===== src/rtl/sma_pkg.sv =====
// Shared definitions for the SMA load/store path: pointer field widths,
// access-size encodings, exception codes and the LSU state set.
package sma_pkg;

  localparam int BSIZE_WIDTH  = 6;
  localparam int LENGTH_WIDTH = 4;
  localparam int PTR_WIDTH    = 48;

  // log2 of the access size in bytes
  typedef enum logic [1:0] {
    BYTE   = 2'd0,
    HALF   = 2'd1,
    WORD   = 2'd2,
    DOUBLE = 2'd3
  } access_e;

  localparam logic [1:0] EXC_NONE      = 2'b00;
  localparam logic [1:0] EXC_OVERFLOW  = 2'b01;
  localparam logic [1:0] EXC_UNDERFLOW = 2'b10;
  localparam logic [1:0] EXC_MISALIGN  = 2'b11;

  typedef enum logic [2:0] {
    IDLE     = 3'd0,
    EXC      = 3'd1,
    REQ      = 3'd2,
    WAIT_RSP = 3'd3,
    RETIRE   = 3'd4
  } state_e;

  // Illegal size codes and addresses not naturally aligned to the size fault.
  function automatic logic is_misaligned(input logic [2:0] off,
                                         input logic [2:0] access_type);
    logic [2:0] low_mask;
    low_mask = 3'b000;
    case (access_type)
      3'd0:    low_mask = 3'b000;
      3'd1:    low_mask = 3'b001;
      3'd2:    low_mask = 3'b011;
      3'd3:    low_mask = 3'b111;
      default: return 1'b1;
    endcase
    return (off & low_mask) != 3'b000;
  endfunction

endpackage


===== src/rtl/sma_lane_align.sv =====
// Byte-lane steering between a right-aligned register value and an
// 8-lane memory word: store strobes/data and extended load data.
module sma_lane_align
  import sma_pkg::*;
#(
  parameter int WORD_WIDTH = 64
) (
  input  logic [2:0]              off_i,
  input  access_e                 access_type_i,
  input  logic [WORD_WIDTH-1:0]   store_data_i,
  input  logic [WORD_WIDTH-1:0]   rdata_i,
  input  logic                    signed_i,
  output logic [WORD_WIDTH/8-1:0] wstrb_o,
  output logic [WORD_WIDTH-1:0]   wdata_o,
  output logic [WORD_WIDTH-1:0]   load_o
);

  localparam int LANES = WORD_WIDTH / 8;

  logic [LANES-1:0]      size_mask;
  logic [LANES-1:0]      strb;
  logic [WORD_WIDTH-1:0] st_shifted;
  logic [WORD_WIDTH-1:0] ld_shifted;

  // Lane steering and load extension; purely combinational.
  always_comb begin
    // NOTE: every output of a combinational block gets a default up front so
    // no path through the case statements can leave a latch behind.
    size_mask = '0;
    wdata_o   = '0;
    load_o    = '0;

    case (access_type_i)
      BYTE:    size_mask = LANES'(8'h01);
      HALF:    size_mask = LANES'(8'h03);
      WORD:    size_mask = LANES'(8'h0F);
      default: size_mask = LANES'(8'hFF);
    endcase
    strb = size_mask << off_i;

    // Bytes outside the strobe are forced to zero rather than left as junk.
    st_shifted = store_data_i << {off_i, 3'b000};
    for (int i = 0; i < LANES; i++) begin
      wdata_o[8*i +: 8] = strb[i] ? st_shifted[8*i +: 8] : 8'h00;
    end

    ld_shifted = rdata_i >> {off_i, 3'b000};
    case (access_type_i)
      BYTE:    load_o = {{(WORD_WIDTH-8){signed_i & ld_shifted[7]}},   ld_shifted[7:0]};
      HALF:    load_o = {{(WORD_WIDTH-16){signed_i & ld_shifted[15]}}, ld_shifted[15:0]};
      WORD:    load_o = {{(WORD_WIDTH-32){signed_i & ld_shifted[31]}}, ld_shifted[31:0]};
      default: load_o = ld_shifted;
    endcase
  end

  assign wstrb_o = strb;

endmodule


===== src/rtl/sma_lsu.sv =====
// Load/store stage after the SMA bounds engine: traps bounds/alignment
// faults, otherwise performs one byte-lane memory access at a time.
module sma_lsu
  import sma_pkg::*;
#(
  parameter int WORD_WIDTH     = 64,
  parameter int PTR_WIDTH      = 48,
  parameter int REG_ADDR_WIDTH = 5
) (
  input  logic                      clk,
  input  logic                      rst,
  input  logic                      req_valid,
  output logic                      req_ready,
  input  logic                      req_store,
  input  logic                      req_signed,
  input  logic [2:0]                access_type,
  input  logic [WORD_WIDTH-1:0]     sma_address,
  input  logic                      overflow,
  input  logic                      underflow,
  input  logic [WORD_WIDTH-1:0]     store_data,
  input  logic [REG_ADDR_WIDTH-1:0] req_rd,
  output logic                      mem_req_valid,
  input  logic                      mem_req_ready,
  output logic                      mem_we,
  output logic [PTR_WIDTH-1:0]      mem_addr,
  output logic [7:0]                mem_wstrb,
  output logic [WORD_WIDTH-1:0]     mem_wdata,
  input  logic                      mem_rsp_valid,
  input  logic [WORD_WIDTH-1:0]     mem_rdata,
  output logic                      wb_valid,
  output logic [REG_ADDR_WIDTH-1:0] wb_rd,
  output logic [WORD_WIDTH-1:0]     wb_data,
  output logic                      done,
  output logic                      exc_valid,
  output logic [1:0]                exc_code,
  output logic [WORD_WIDTH-1:0]     exc_addr
);

  state_e                    state_q, state_d;
  logic [1:0]                exc_d, exc_code_q;
  logic                      store_q, signed_q;
  access_e                   at_q;
  logic [WORD_WIDTH-1:0]     addr_q, sdata_q, load_q;
  logic [REG_ADDR_WIDTH-1:0] rd_q;

  logic [7:0]                lane_wstrb;
  logic [WORD_WIDTH-1:0]     lane_wdata, lane_load;

  wire accept = (state_q == IDLE) && req_valid;

  // Fault classification of the incoming request and next-state selection.
  always_comb begin
    state_d = state_q;
    exc_d   = EXC_NONE;
    if (overflow)                                          exc_d = EXC_OVERFLOW;
    else if (underflow)                                    exc_d = EXC_UNDERFLOW;
    else if (is_misaligned(sma_address[2:0], access_type)) exc_d = EXC_MISALIGN;

    case (state_q)
      IDLE:     if (req_valid) state_d = (exc_d != EXC_NONE) ? EXC : REQ;
      EXC:      state_d = IDLE;
      REQ:      if (mem_req_ready) state_d = WAIT_RSP;
      WAIT_RSP: if (mem_rsp_valid) state_d = RETIRE;
      RETIRE:   state_d = IDLE;
      default:  state_d = IDLE;
    endcase
  end

  // State register.
  always_ff @(posedge clk) begin
    // NOTE: clocked state uses non-blocking assignments so every register
    // samples pre-edge values regardless of statement order.
    if (rst) state_q <= IDLE;
    else     state_q <= state_d;
  end

  // Request capture at accept and load-data capture on the read response.
  always_ff @(posedge clk) begin
    if (rst) begin
      store_q    <= 1'b0;
      signed_q   <= 1'b0;
      at_q       <= BYTE;
      addr_q     <= '0;
      sdata_q    <= '0;
      rd_q       <= '0;
      exc_code_q <= EXC_NONE;
      load_q     <= '0;
    end else begin
      if (accept) begin
        store_q    <= req_store;
        signed_q   <= req_signed;
        at_q       <= access_e'(access_type[1:0]);
        addr_q     <= sma_address;
        sdata_q    <= store_data;
        rd_q       <= req_rd;
        exc_code_q <= exc_d;
      end
      if (state_q == WAIT_RSP && mem_rsp_valid && !store_q) begin
        load_q <= lane_load;
      end
    end
  end

  sma_lane_align #(
    .WORD_WIDTH(WORD_WIDTH)
  ) u_lane_align (
    .off_i         (addr_q[2:0]),
    .access_type_i (at_q),
    .store_data_i  (sdata_q),
    .rdata_i       (mem_rdata),
    .signed_i      (signed_q),
    .wstrb_o       (lane_wstrb),
    .wdata_o       (lane_wdata),
    .load_o        (lane_load)
  );

  // Every output decodes from registers only; lane fields are gated to zero
  // outside REQ so idle and reset values are clean.
  assign req_ready     = (state_q == IDLE);
  assign mem_req_valid = (state_q == REQ);
  assign mem_we        = mem_req_valid & store_q;
  assign mem_addr      = {addr_q[PTR_WIDTH-1:3], 3'b000};
  assign mem_wstrb     = mem_req_valid ? lane_wstrb : 8'h00;
  assign mem_wdata     = mem_req_valid ? lane_wdata : '0;
  assign wb_valid      = (state_q == RETIRE) && !store_q;
  assign wb_rd         = rd_q;
  assign wb_data       = load_q;
  assign done          = (state_q == EXC) || (state_q == RETIRE);
  assign exc_valid     = (state_q == EXC);
  assign exc_code      = exc_code_q;
  assign exc_addr      = addr_q;

endmodule


===== config.mk =====
export PLATFORM = sky130hd
export DESIGN_NAME = sma_lsu
export DESIGN_NICKNAME = d
export VERILOG_FILES = /design/src/rtl/sma_pkg.sv /design/src/rtl/sma_lane_align.sv /design/src/rtl/sma_lsu.sv
export SDC_FILE = /design/constraint.sdc
export NUM_CORES = 1
export LEC_CHECK = 0
export ABC_AREA = 1
export CAP_MARGIN = 5
export CORE_AREA = 2 2 182 184
export CTS_CLUSTER_DIAMETER = 80
export DETAILED_ROUTE_END_ITERATION = 12
export DIE_AREA = 0 0 184 186
export HOLD_SLACK_MARGIN = 0.1
export PLACE_DENSITY_LB_ADDON = 0.05
export SETUP_SLACK_MARGIN = 0.3
export SYNTH_ARGS = -nofsm -noshare
export SYNTH_HDL_FRONTEND = slang
export SYNTH_SLANG_ARGS = --single-unit

===== constraint.sdc =====
create_clock -name clk -period 2.4 [get_ports clk]
set_clock_uncertainty 0.1 [all_clocks]
set_input_delay 0.48 -clock clk [delete_from_list [all_inputs] [get_ports clk]]
set_output_delay 0.48 -clock clk [all_outputs]
set_load 0.01 [all_outputs]

Yosys cells after proc, flatten, opt, wreduce, memory -nomap -nowiden
Cells that the tools add are included.
{"block": "word_totals", "ff_bits": 206, "inputBits": 209, "out_inout_bits": 261, "elab_cells": 72}
{"block": "classes", "eq_ne": 12, "shifts": 3, "n_mux": 30, "bitwise_logic": 5, "reduce_logical": 13}
{"cell": "case mux 64 bit (3 select lines)", "count": 1}
{"cell": "two-way mux 8 bit", "count": 9}
{"cell": "two-way mux 64 bit", "count": 1}
{"cell": "<< shifter 64 x 6 -> 64 bit", "count": 1}
{"cell": ">> shifter 64 x 6 -> 64 bit", "count": 1}
{"cell": "case mux 8 bit (3 select lines)", "count": 1}
{"cell": "case mux 3 bit (3 select lines)", "count": 2}
{"cell": "two-way mux 3 bit", "count": 5}
{"cell": "equality test 3 x 2 -> 1 bit, second input constant", "count": 4}
{"cell": "two-way mux 2 bit", "count": 4}
{"cell": "<< shifter 8 x 3 -> 8 bit", "count": 1}
{"cell": "two-way mux 1 bit", "count": 7}
{"cell": "equality test 3 x 1 -> 1 bit, second input constant", "count": 2}
{"cell": "logical NOT 3 bit", "count": 2}
{"cell": "AND 1 bit", "count": 4}
{"cell": "logical AND 1 bit", "count": 4}
{"cell": "!= test 2 bit, second input constant", "count": 2}
{"cell": "OR reduction 4 bit", "count": 1}
{"cell": "AND 3 bit", "count": 1}
{"cell": "equality test 3 bit, second input constant", "count": 1}
{"cell": "AND reduction 3 bit", "count": 1}
{"cell": "nonzero test 3 bit", "count": 1}
{"cell": "equality test 2 x 1 -> 1 bit, second input constant", "count": 1}
{"cell": "equality test 2 bit, second input constant", "count": 1}
{"cell": "other kinds (5)", "count": 5}

Logic depth before layout (Yosys ltp)
Gate-level depths: netlist of the first run.
{"block": "depth", "depth_word": 16, "ltp_mapped": 14, "ltp_nobuf": 11}

By module
Synthesis of the first run repeated with hierarchy kept, for this count alone.
{"block": "unflattened", "cells_unflattened": 1991, "area_unflattened_um2": 12050.3}
{"module": "sma_lsu", "n_inst": 1, "cells_per_inst": 1131, "area_each_um2": 8135.3, "seq_area_each_um2": 4124.0}
{"module": "sma_lane_align", "n_inst": 1, "cells_per_inst": 860, "area_each_um2": 3915.0, "seq_area_each_um2": 0.0}

Worst setup path after synthesis of the first run
Ideal clock, no wire load.
{"block": "synth_path", "path_type": "register to output", "start": "register addr_q[2], in the netlist exc_addr[2]", "end": "output port mem_wdata[32]", "arrival_ns": 1.600, "t_required_ns": 1.820, "path_slack_ns": 0.220, "path_stages_with_launch": 9, "n_path_buf": 2, "cell_sequence": "dfxtp_1 > buf_2 > inv_2 > clkbuf_1 > o21ai_0 > o21ai_1 > nor2_1 > inv_2 > nor2_1"}
{"block": "synth_via", "elab_chain_cells": 3, "word_cells_on_any_way": 4, "cone_classes": "shift (2); mux (2)"}
{"item": "start, declared", "line_no": "sma_lsu.sv:43", "rtl": "logic [WORD_WIDTH-1:0] addr_q, sdata_q, load_q;"}
{"item": "start signal, assigned", "line_no": "sma_lsu.sv:93", "rtl": "addr_q <= sma_address;"}
{"item": "<< shifter 64 x 6 -> 64 bit / << shifter 8 x 3 -> 8 bit (equally long branches)", "line_no": "sma_lane_align.sv:42, sma_lane_align.sv:39"}
{"item": "two-way mux 8 bit (*)", "line_no": "sma_lane_align.sv:44", "rtl": "wdata_o[8*i +: 8] = strb[i] ? st_shifted[8*i +: 8] : 8'h00;"}
{"item": "two-way mux 64 bit (*)", "line_no": "sma_lsu.sv:124", "rtl": "assign mem_wdata = mem_req_valid ? lane_wdata : '0;"}
{"item": "end, declared", "line_no": "sma_lsu.sv:27", "rtl": "output logic [WORD_WIDTH-1:0] mem_wdata,"}
Mark *: on every way between the ends. The rest lies on a longest branch, timed or not.

Worst setup path after layout of the first run
{"block": "layout_path", "start": "register addr_q[0], in the netlist exc_addr[0]", "end": "output port mem_wdata[32]"}
Same word-level chain as after synthesis.

==> impl_results.md, run 1 <==
* Seq/Total Area, Yosys at a little over a third
* Core area at between 30000 and 40000 um^2
* Row Count at between 60 and 70
* Finished Layout Cells at roughly 2.8k
* Die Y-Extent at around 190 um
* Nature of the critical path endpoint: output pin
* Initial antenna violation count at 10
* Slew HR at just over 60%
* Max VDD drop at ~0.46 mV
* Total track usage at 30.9%
* Yosys warns at 0
* Max-slew violations at 0
* Final Core Density at a little under 60%
* Total CTS buffers at 25
* CP max stage delay at ~0.39 ns
* Setup CP Type: flip-flop to output pin
* Place WS at -0.261 ns
* Routed via count at 14.2k
* Hold WS at about 0.37 ns
* CTS sink count at ~200
* Required time worst endpoint at roughly 1.8 ns
* # IOs at between 400 and 500
* Main synth FF type: dfxtp_1
* Clock slew at reported path FFs at about 0.050 ns
* Gp weighted congestion at ~0.95
* PD cells at roughly 600 nW/um^2
* Max clock buf depth at 3
* Vias/cell at 5.17
* Netlist Area Pre-Place at around 11000 um^2
* Mapped Cells at 1823
* Tmin final at between 2 and 3 ns
* Finish-stage setup viols at 66
* #FFs+latches synth at ~200
* Worst skew pair latency at approximately 0.53 ns
* Port bufs at between 400 and 500
* Crit-path slowest cell: dfxtp_4
* Async set-reset flop share out of synthesis at 0%
* Worst-path fanout max at 8
* Post-synth cell types at 31
* WL final at between 50000 and 60000 um
* P_leak at 8.18 nW
* Share of layout cells above drive strength 1 at 21.2%
* Die ar. at between 30000 and 40000 um^2
* Vias in the first global route at 13.6k
* Routed wire per std cell at between 20 and 25 um
* Grt ovf at 0
* Die width at roughly 180 um
* Initial DRC count at 1281
* Arrival @ worst endpoint at between 2 and 2.5 ns
* Final hold viol count at 0
* Fmax at approximately 0.37 GHz
* RSZ-0062 raised after global routing: true
* Least-Margin Pin Slew at about 0.58 ns
* Mean Syn Cell Area at 6.24 um^2
* # Max-Cap Violations at 0
* EDFF count, synth at 0
* Tightest Hold Check Type: flip-flop to flip-flop
* Pin count of the biggest net entering global routing at between 80 and 90
* CP startpoint kind: flip-flop
* Placed cells at around 2.7k
* P&R area growth vs syn at 68.5%
* Post-route ant nets at 0
* DR pass1 iterations at 6
* CTS tree: done
* Clk root buf: clkbuf_16
* H-tree depth at 1
* Final WS setup at -0.292 ns
* Nets at around 2.5k
* Violated checks: setup timing
* Residual DRC count at 0
* Worst-path cell chain: buf_12 -> buf_6 -> nor2_4 -> inv_1 -> o21ai_1 -> o221ai_2 -> nor2_4 -> buf_6
* Initial Utilization at between 30% and 40%
* Tcrit/Tclk final at 112%
* Final HPWL DP at ~41000 um
* Status: complete, but fails checks
* First-pass GRT wire length at 80400 um
==> timing repair <==
action                                  in CTS  in global routing
endpoints found under the setup margin     132                151
gates resized for setup                    482                290
hold buffers                                 0                  0
buffers inserted                            21                 19
pin swaps                                   29                 51
gates cloned                                 3                  5
==> through the flow <==
step,setup TNS (ns),power (W),area (um^2)
detailed placement,-4.03,0.00720,16800
CTS,-13.88,0.0111,18100
floorplan,0,0.00555,11400
global route,-18.16,0.0120,19100
global placement,-3.49,0.00720,16800
finish,-13.15,0.0115,19200
==> synth_stat cells (3+ instances only) <==
master	instances	area share (%)
o21ai_1	17	0.75
nor2_1	374	12
o22ai_1	4	0.22
buf_4	56	3.7
nand4_1	10	0.55
o21ai_0	377	17
o221ai_1	7	0.54
inv_2	8	0.26
inv_1	139	4.6
nor2_4	3	0.30
a221oi_1	5	0.39
nand2_1	336	11
nor3_1	3	0.13
buf_1	4	0.13
buf_2	42	1.8
a211oi_1	3	0.20
a21oi_1	96	4.2
clkbuf_1	68	2.2
nand3_2	3	0.26
nor2_2	5	0.28
nand3_1	41	1.8
dfxtp_1	206	36
buf_6	4	0.40
==> registers in the layout, summed over array words and instances (netlist names) <==
register	cells
wb_data	64
store_q	1
signed_q	1
exc_addr	64
at_q	2
state_q	3
exc_code	2
wb_rd	5
sdata_q	64
==> layout make-up <==
class                   instances  area [um^2]
diodes                          8         20.0
clock buffers                  40          742
clock inverters                 4         33.8
fillers                      3082        13100
inverters                     148          583
multi-input cells            1298         6700
flip-flops and latches        206         4150
well taps                     408          510
repair buffers                640         6420
==> metal layers <==
layer,GRT usage [%],up-vias,routed length (um)
li1,-,6845,-
met1,37.8,6611,22600
met2,53.6,659,27200
met3,5.83,102,4510
met4,11.9,6,1700
met5,0,-,37
==> layout by cell type, fill, tap and decap left out, types with 4 or more instances in the layout <==
| master | n |
|---|---|
| nor2_4 | 40 |
| o221ai_1 | 6 |
| o21ai_4 | 10 |
| buf_2 | 40 |
| nand4_1 | 10 |
| dlygate4sd2_1 | 9 |
| dfxtp_1 | 195 |
| buf_8 | 5 |
| inv_1 | 126 |
| clkbuf_8 | 6 |
| diode_2 | 8 |
| a21oi_1 | 78 |
| inv_2 | 16 |
| dlymetal6s2s_1 | 5 |
| clkbuf_16 | 30 |
| buf_6 | 75 |
| dfxtp_2 | 8 |
| o21ai_1 | 52 |
| o21ai_2 | 29 |
| clkbuf_1 | 9 |
| nand3_1 | 40 |
| clkdlybuf4s50_1 | 373 |
| nor2_2 | 31 |
| a221oi_4 | 4 |
| nand2_4 | 9 |
| o21ai_0 | 303 |
| a21oi_2 | 16 |
| nand2_1 | 311 |
| buf_12 | 26 |
| nand2_2 | 16 |
| nor2_1 | 311 |
| buf_4 | 97 |
==> critical path: cells and delay by family, from the launching register on <==
kind	cells	cell delay (ns)
buffers and inverters	4	0.58
and+or+nand+nor	2	0.22
DFF	1	0.39
AOI/OAI and AO/OA	2	0.39
==> worst paths after layout <==
path / from / endpoint / slack, ns / depth (start not counted)
max reg2reg: exc_addr[0]$_SDFFE_PP0P_ / wb_data[37]$_SDFFE_PP0P_ / 0.31 / 9
max: exc_addr[0]$_SDFFE_PP0P_ / mem_wdata[32] / -0.29 / 8
min: sdata_q[51]$_SDFFE_PP0P_ / sdata_q[51]$_SDFFE_PP0P_ / 0.37 / 2
min reg2reg: sdata_q[51]$_SDFFE_PP0P_ / sdata_q[51]$_SDFFE_PP0P_ / 0.37 / 2
==> power by group <==
group | switching [W] | internal, W
sequential | 0.000207 | 0.00369
clock | 0.00157 | 0.00212
combinational | 0.00218 | 0.00174
==> cells by family after synthesis <==
family          after synthesis  synth area share [%]
simple gates                779                  27.2
compound gates              515                  23.3
buf+inv                     322                  13.2
flops                       206                  36.3
other cells                   1                0.0330
Power figures use the tool's default switching activity.
==> run 2, diff against run 1 <==
--- a/config.mk
+++ b/config.mk
@@ -8,12 +8,14 @@
 export ABC_AREA = 1
 export CAP_MARGIN = 5
 export CORE_AREA = 2 2 182 184
+export CTS_BUF_LIST = sky130_fd_sc_hd__clkbuf_4 sky130_fd_sc_hd__clkbuf_8
 export CTS_CLUSTER_DIAMETER = 80
 export DETAILED_ROUTE_END_ITERATION = 12
 export DIE_AREA = 0 0 184 186
 export HOLD_SLACK_MARGIN = 0.1
 export PLACE_DENSITY_LB_ADDON = 0.05
 export SETUP_SLACK_MARGIN = 0.3
+export SLEW_MARGIN = 20
 export SYNTH_ARGS = -nofsm -noshare
 export SYNTH_HDL_FRONTEND = slang
 export SYNTH_SLANG_ARGS = --single-unit
==> run 2 against run 1 <==
Compared with the run above: the flow still finishes with violations (setup timing); utilization is 0.27 points lower; first-iteration DRC count is 1.0% lower; sequential share of layout area is 0.085 points higher; total power is 0.20% lower; critical path type unchanged; largest cell class unchanged; largest power group is now sequential cells.
==> impl_results.md, run 2 (synthesis results as in run 1) <==
* Status: complete, but fails checks
* Violated checks: setup timing
* # IOs at 470 (unchanged)
* Required time worst endpoint at 1.82 ns (about the same)
* Crit-path slowest cell: dfxtp_2
* Post-route ant nets at 0 (unchanged)
* CTS tree: done
* Row Count at 66 (unchanged)
* Nature of the critical path endpoint: output pin
* Vias in the first global route at 13.6k (+0.44%)
* Initial antenna violation count at 6 (-4)
* Initial DRC count at 1268 (-1.0%)
* Finish-stage setup viols at 69 (+4.5%)
* Tcrit/Tclk final at 112% (-0.49 points)
* Gp weighted congestion at 0.947 (unchanged)
* Die ar. at 34200 um^2 (unchanged)
* Die Y-Extent at 186 um (unchanged)
* DR pass1 iterations at 6 (unchanged)
* P_leak at 8.48 nW (+3.6%)
* RSZ-0062 raised after global routing: true
* Finished Layout Cells at 2766 (+0.51%)
* Hold WS at 0.361 ns (-0.00410 ns)
* Final hold viol count at 0 (unchanged)
* Commonest non-fill, non-tap cell in the layout: clkdlybuf4s50_1
* H-tree depth at 2 (+1)
* Clk root buf: clkbuf_8
* Tightest Hold Check Type: flip-flop to flip-flop
* Die width at 184 um (unchanged)
* P&R area growth vs syn at 67.7%
* Crit path max-delay family: buffers and inverters
* CP startpoint kind: flip-flop
* Arrival @ worst endpoint at 2.10 ns (about the same)
* Slew HR at 66.5% (+5.5 points)
* CP max stage delay at 0.33 ns (-0.06 ns)
* Routed via count at 14.2k (-0.29%)
* Setup TNS at -13.43 ns (-0.279 ns)
* Final WS setup at -0.281 ns (+0.0117 ns)
* Vias/cell at 5.13 (-0.79%)
* CTS sink count at 206 (unchanged)
* Placed cells at 2652 (unchanged)
* Share of layout cells above drive strength 1 at 21.1% (-0.12 points)
* Residual DRC count at 0 (unchanged)
* Setup CP Type: flip-flop to output pin
* Fmax at 0.373 GHz (+0.44%)
* Total CTS buffers at 38 (+52%)
* PD cells at 602 nW/um^2 (+0.26%)
* WP buf/inv at 6 (+2)
* Initial Utilization at 35.3% (unchanged)
* Clock slew at reported path FFs at 0.05 ns (about the same)
* First-pass GRT wire length at 80500 um (about the same)
* Worst-path cell chain: inv_2 -> nor3_4 -> inv_2 -> nor2_4 -> buf_6 -> nand2_8 -> buf_12 -> buf_16 -> nor2_4 -> buf_6
* Grt ovf at 0 (unchanged)
* Pin count of the biggest net entering global routing at 89 (unchanged)
* Core area at 32200 um^2 (unchanged)
* Final HPWL DP at 40800 um (unchanged)
* Worst skew pair latency at 0.53 ns (about the same)
* Max-slew violations at 0 (unchanged)
* WL final at 55600 um (-0.73%)
* Total track usage at 31.0% (+0.092 points)
* Max clock buf depth at 3 (unchanged)
* Port bufs at 466 (unchanged)
* Most frequent cells in the layout: clkdlybuf4s50_1, o21ai_0, nand2_1
* # Max-Cap Violations at 0 (unchanged)
* Least-Margin Pin Slew at 0.503 ns (-0.0763 ns)
* Routed wire per std cell at 20.1 um (-1.2%)
* Worst-path fanout max at 4 (-4)
* Tmin final at 2.68 ns (-0.0117 ns)
* Nets at 2536 (+0.32%)
* Max VDD drop at 0.372 mV (-19%)
[run 2: cell count changes in the layout (fill, tap and decap cells not counted), sizes merged, moves of 4 or more]
cell	previous run	this run
clkbuf	48	67
clkdlybuf4s50	373	350
diode	8	4
dlymetal6s2s	5	24
inv	150	146
[run 2: timing repair]
action / 4_1_cts / 5_1_grt
buffers inserted: 25 / 9
resized for setup: 542 / 200
hold buffers: 0 / 0
hold endpoints to repair: 0 / 0
endpoints found under the setup margin: 136 / 164
pin swaps: 29 / 31
gates cloned: 3 / 6
[run 2: per-stage QoR]
step / instance area [um^2] / total power, W / setup slack (ns) / util (%)
2_1_floorplan: 11400 / 0.00555 / 0.299 / -
6_report: 19100 / 0.0115 / -0.281 / 59.2
5_1_grt: 19100 / 0.0120 / -0.380 / 59.2
3_5_place_dp: 16800 / 0.00720 / -0.261 / 52.1
4_1_cts: 18300 / 0.0112 / -0.358 / 56.7
3_3_place_gp: 16800 / 0.00720 / -0.262 / 52.1
[run 2: tightest hold or removal path: stages (launching register included)]
cell     delay [ns]
dfxtp_1        0.30
inv_1          0.06
a21oi_1        0.05
[run 2: path summary, 6_finish.rpt]
path	end	startpoint	cells past startpoint	slack [ns]
setup / recovery	mem_wdata[22]	state_q[1]$_SDFFE_PP0P_	10	-0.28
hold / removal	sdata_q[51]$_SDFFE_PP0P_	sdata_q[51]$_SDFFE_PP0P_	2	0.36
setup reg to reg	wb_data[45]$_SDFFE_PP0P_	exc_addr[1]$_SDFFE_PP0P_	12	0.17
hold reg to reg	sdata_q[51]$_SDFFE_PP0P_	sdata_q[51]$_SDFFE_PP0P_	2	0.36
[run 2: final cells by class]
class,instances,area (um^2)
antenna,4,10.0
clock buffer,60,757
clock inverter,7,96.3
fill,3140,13100
inverter,148,588
multi-input combinational,1298,6560
sequential,206,4140
tap,408,510
timing repair buffer,635,6400
[run 2: layer usage]
layer  GRT usage [%]  vias up  routed length [um]
met5               0        -                  23
met4            9.86        4                1630
met3            6.40      103                4830
met2            54.6      646               27100
met1            37.8     6581               22000
li1                -     6848                   -
[run 2: report_power, final]
group / switching (W) / leakage [nW] / internal [W]
Sequential: 0.000209 / 1.70 / 0.00369
Combinational: 0.00211 / 6.34 / 0.00165
Clock: 0.00159 / 0.445 / 0.00222
Total: 0.00390 / 8.48 / 0.00757
==> run 3, diff against run 2 <==
--- a/config.mk
+++ b/config.mk
@@ -12,7 +12,9 @@
 export CTS_CLUSTER_DIAMETER = 80
 export DETAILED_ROUTE_END_ITERATION = 12
 export DIE_AREA = 0 0 184 186
+export GPL_TIMING_DRIVEN = 0
 export HOLD_SLACK_MARGIN = 0.1
+export MAX_ROUTING_LAYER = met4
 export PLACE_DENSITY_LB_ADDON = 0.05
 export SETUP_SLACK_MARGIN = 0.3
 export SLEW_MARGIN = 20
==> run 3 against run 2 <==
Compared with the run above: the flow still finishes with violations (setup timing); clock-buffer cell count fell by 6; sequential share of layout area decreased by 1.3 points; via count up 8.3%; combinational power rose by 18%; cell area increased by 7.3%; maximum frequency down 7.8%; first-iteration DRC count up 14%; clock power decreased by 2%; non-clock buffer count rose by 86; total power grew 5.6%; global-route usage rose by 5.2 points; critical path type unchanged; largest cell class unchanged; largest power group is now combinational logic.
==> impl_results.md, run 3 (synthesis results as in run 1) <==
* Post-route ant nets at 0 (unchanged)
* # Max-Cap Violations at 0 (unchanged)
* Tmin final at 2.91 ns (+0.227 ns)
* Core area at 32200 um^2 (unchanged)
* Commonest non-fill, non-tap cell in the layout: clkdlybuf4s50_1
* Grt ovf at 0 (unchanged)
* Share of layout cells above drive strength 1 at 29.7% (+8.6 points)
* CTS sink count at 206 (unchanged)
* First-pass GRT wire length at 89300 um (+11%)
* Final hold viol count at 0 (unchanged)
* Final HPWL DP at 47100 um (+15%)
* Clk root buf: clkbuf_8
* # IOs at 470 (unchanged)
* WL final at 63700 um (+15%)
* Least-Margin Pin Slew at 0.752 ns (+0.249 ns)
* Row Count at 66 (unchanged)
* Crit. Startpoint: exc_addr[2]$_SDFFE_PP0P_
* Worst flop-to-flop path startpoint: exc_addr[0]$_SDFFE_PP0P_
* DR pass1 iterations at 5 (-1)
* Status: complete, but fails checks
* Port bufs at 465 (-0.21%)
* Worst-path cell chain: buf_6 -> inv_2 -> nand2_1 -> o21ai_1 -> nor2_4 -> buf_6 -> nand2_2 -> a21oi_2 -> buf_2
* Setup CP Type: flip-flop to output pin
* Tightest Hold Check Type: flip-flop to flip-flop
* Worst Hold Path EP: sdata_q[63]$_SDFFE_PP0P_
* Nets at 2627 (+3.6%)
* Met2 Track Usage GR at 60.1% (+5.6 points)
* Met3 Use GR at 8.92% (+2.5 points)
* Most frequent cells in the layout: clkdlybuf4s50_1, nand2_1, nor2_1
* Routed via count at 15.4k (+8.3%)
* Max VDD drop at 0.428 mV (+15%)
* Total track usage at 36.2% (+5.2 points)
* Max clock buf depth at 3 (unchanged)
* Placed cells at 2698 (+1.7%)
* Die Y-Extent at 186 um (unchanged)
* Clock slew at reported path FFs at 0.06 ns (about the same)
* Final WS setup at -0.508 ns (-0.227 ns)
* H-tree depth at 2 (unchanged)
* Reg2reg end: wb_data[50]$_SDFFE_PP0P_
* P_leak at 8.60 nW (+1.5%)
* Vias/cell at 5.38 (+4.8%)
* Hold WS at 0.377 ns (+0.0161 ns)
* Vias in the first global route at 14.6k (+7.5%)
* Initial antenna violation count at 7 (+1)
* Residual DRC count at 0 (unchanged)
* Arrival @ worst endpoint at 2.33 ns (+0.23 ns)
* Most used cell, CP: buf_6
* Routed wire per std cell at 22.3 um (+11%)
* Worst-path fanout max at 10 (+6)
* Finished Layout Cells at 2856 (+3.3%)
* CP startpoint kind: flip-flop
* Top Usage Layer GRT: met2
* R2R Setup Slk at 0.22 ns (+0.05 ns)
* PD cells at 592 nW/um^2 (-1.6%)
* Required time worst endpoint at 1.82 ns (about the same)
* Finish-stage setup viols at 73 (+5.8%)
* Worst reg-to-reg path cell count at 14 (+2)
* Violated checks: setup timing
* CTS tree: done
* Max-slew violations at 0 (unchanged)
* Met1 usage at 41.5% (+3.7 points)
* Slew HR at 49.8% (-17 points)
* Initial DRC count at 1441 (+14%)
* P&R area growth vs syn at 80.0%
* Crit-path slowest cell: dfxtp_2
* Nature of the critical path endpoint: output pin
* Die ar. at 34200 um^2 (unchanged)
* Worst Hold Launch: sdata_q[63]$_SDFFE_PP0P_
* CP max stage delay at 0.42 ns (+0.09 ns)
* Tcrit/Tclk final at 121% (+9.5 points)
* Hold path depth at 2 (unchanged)
* Pin count of the biggest net entering global routing at 11 (-88%)
* RSZ-0062 raised after global routing: true
* Fmax at 0.344 GHz (-7.8%)
* Worst skew pair latency at 0.55 ns (+0.02 ns)
* Die width at 184 um (unchanged)
* Initial Utilization at 35.3% (unchanged)
* Gp weighted congestion at 0.997 (+5.3%)
* Total CTS buffers at 39 (+2.6%)
-- run 3: how the worst max path moves through the flow --
stage,endpoint,slack (ns),cells after the start
global route,mem_wdata[62],-0.55,9
finish,mem_wdata[57],-0.51,9
global placement,mem_wdata[22],-0.90,7
detailed placement,mem_wdata[22],-0.96,7
CTS,mem_wdata[62],-0.48,9
floorplan,mem_wdata[41],0.30,9
-- run 3: layout make-up --
cell class	count	area (um^2)
diodes	7	17.5
plain buffers	174	1370
clock buffers	54	681
clock inverters	10	138
fillers	2912	11700
inverters	148	594
multi-input cells	1302	7480
flip-flops and latches	206	4180
well taps	408	510
repair buffers	547	5500
-- run 3: critical path: cells and delay by family (launching register included) --
kind,cells,cell delay [ns]
buf+inv,4,0.60
compound gates,2,0.26
flops,1,0.42
simple gates,3,0.48
-- run 3: what timing repair did --
item,in CTS,in global routing
setup buffers,46,26
cloned,9,6
endpoints found under the setup margin,268,194
pin swaps,53,59
hold buffers,0,0
gates resized for setup,815,389
-- run 3: metrics by stage --
stage	setup TNS [ns]	instance area (um^2)	total power [W]	util (%)	worst slack [ns]
after global placement	-85.91	16600	0.00716	51.5	-0.904
final	-27.60	20500	0.0121	63.5	-0.508
after detailed placement	-92.00	16600	0.00717	51.5	-0.963
after floorplan	0	11400	0.00555	-	0.299
after global routing	-31.51	20500	0.0125	63.5	-0.551
after CTS	-27.73	18900	0.0115	58.6	-0.483
-- run 3: per-layer routing --
metal  routed length (um)  share of wire (%)  vias up
li1                     -                  -     7059
met1                24200                 38     7206
met2                30000                 47      898
met3                 6460                 10      190
met4                 3030                4.8        0
met5                    0                  0        -
-- run 3: power by group --
part / leakage, nW / switching, W / internal, W
sequential: 1.71 / 0.000221 / 0.00370
combinational: 6.47 / 0.00258 / 0.00187
clock: 0.425 / 0.00159 / 0.00215
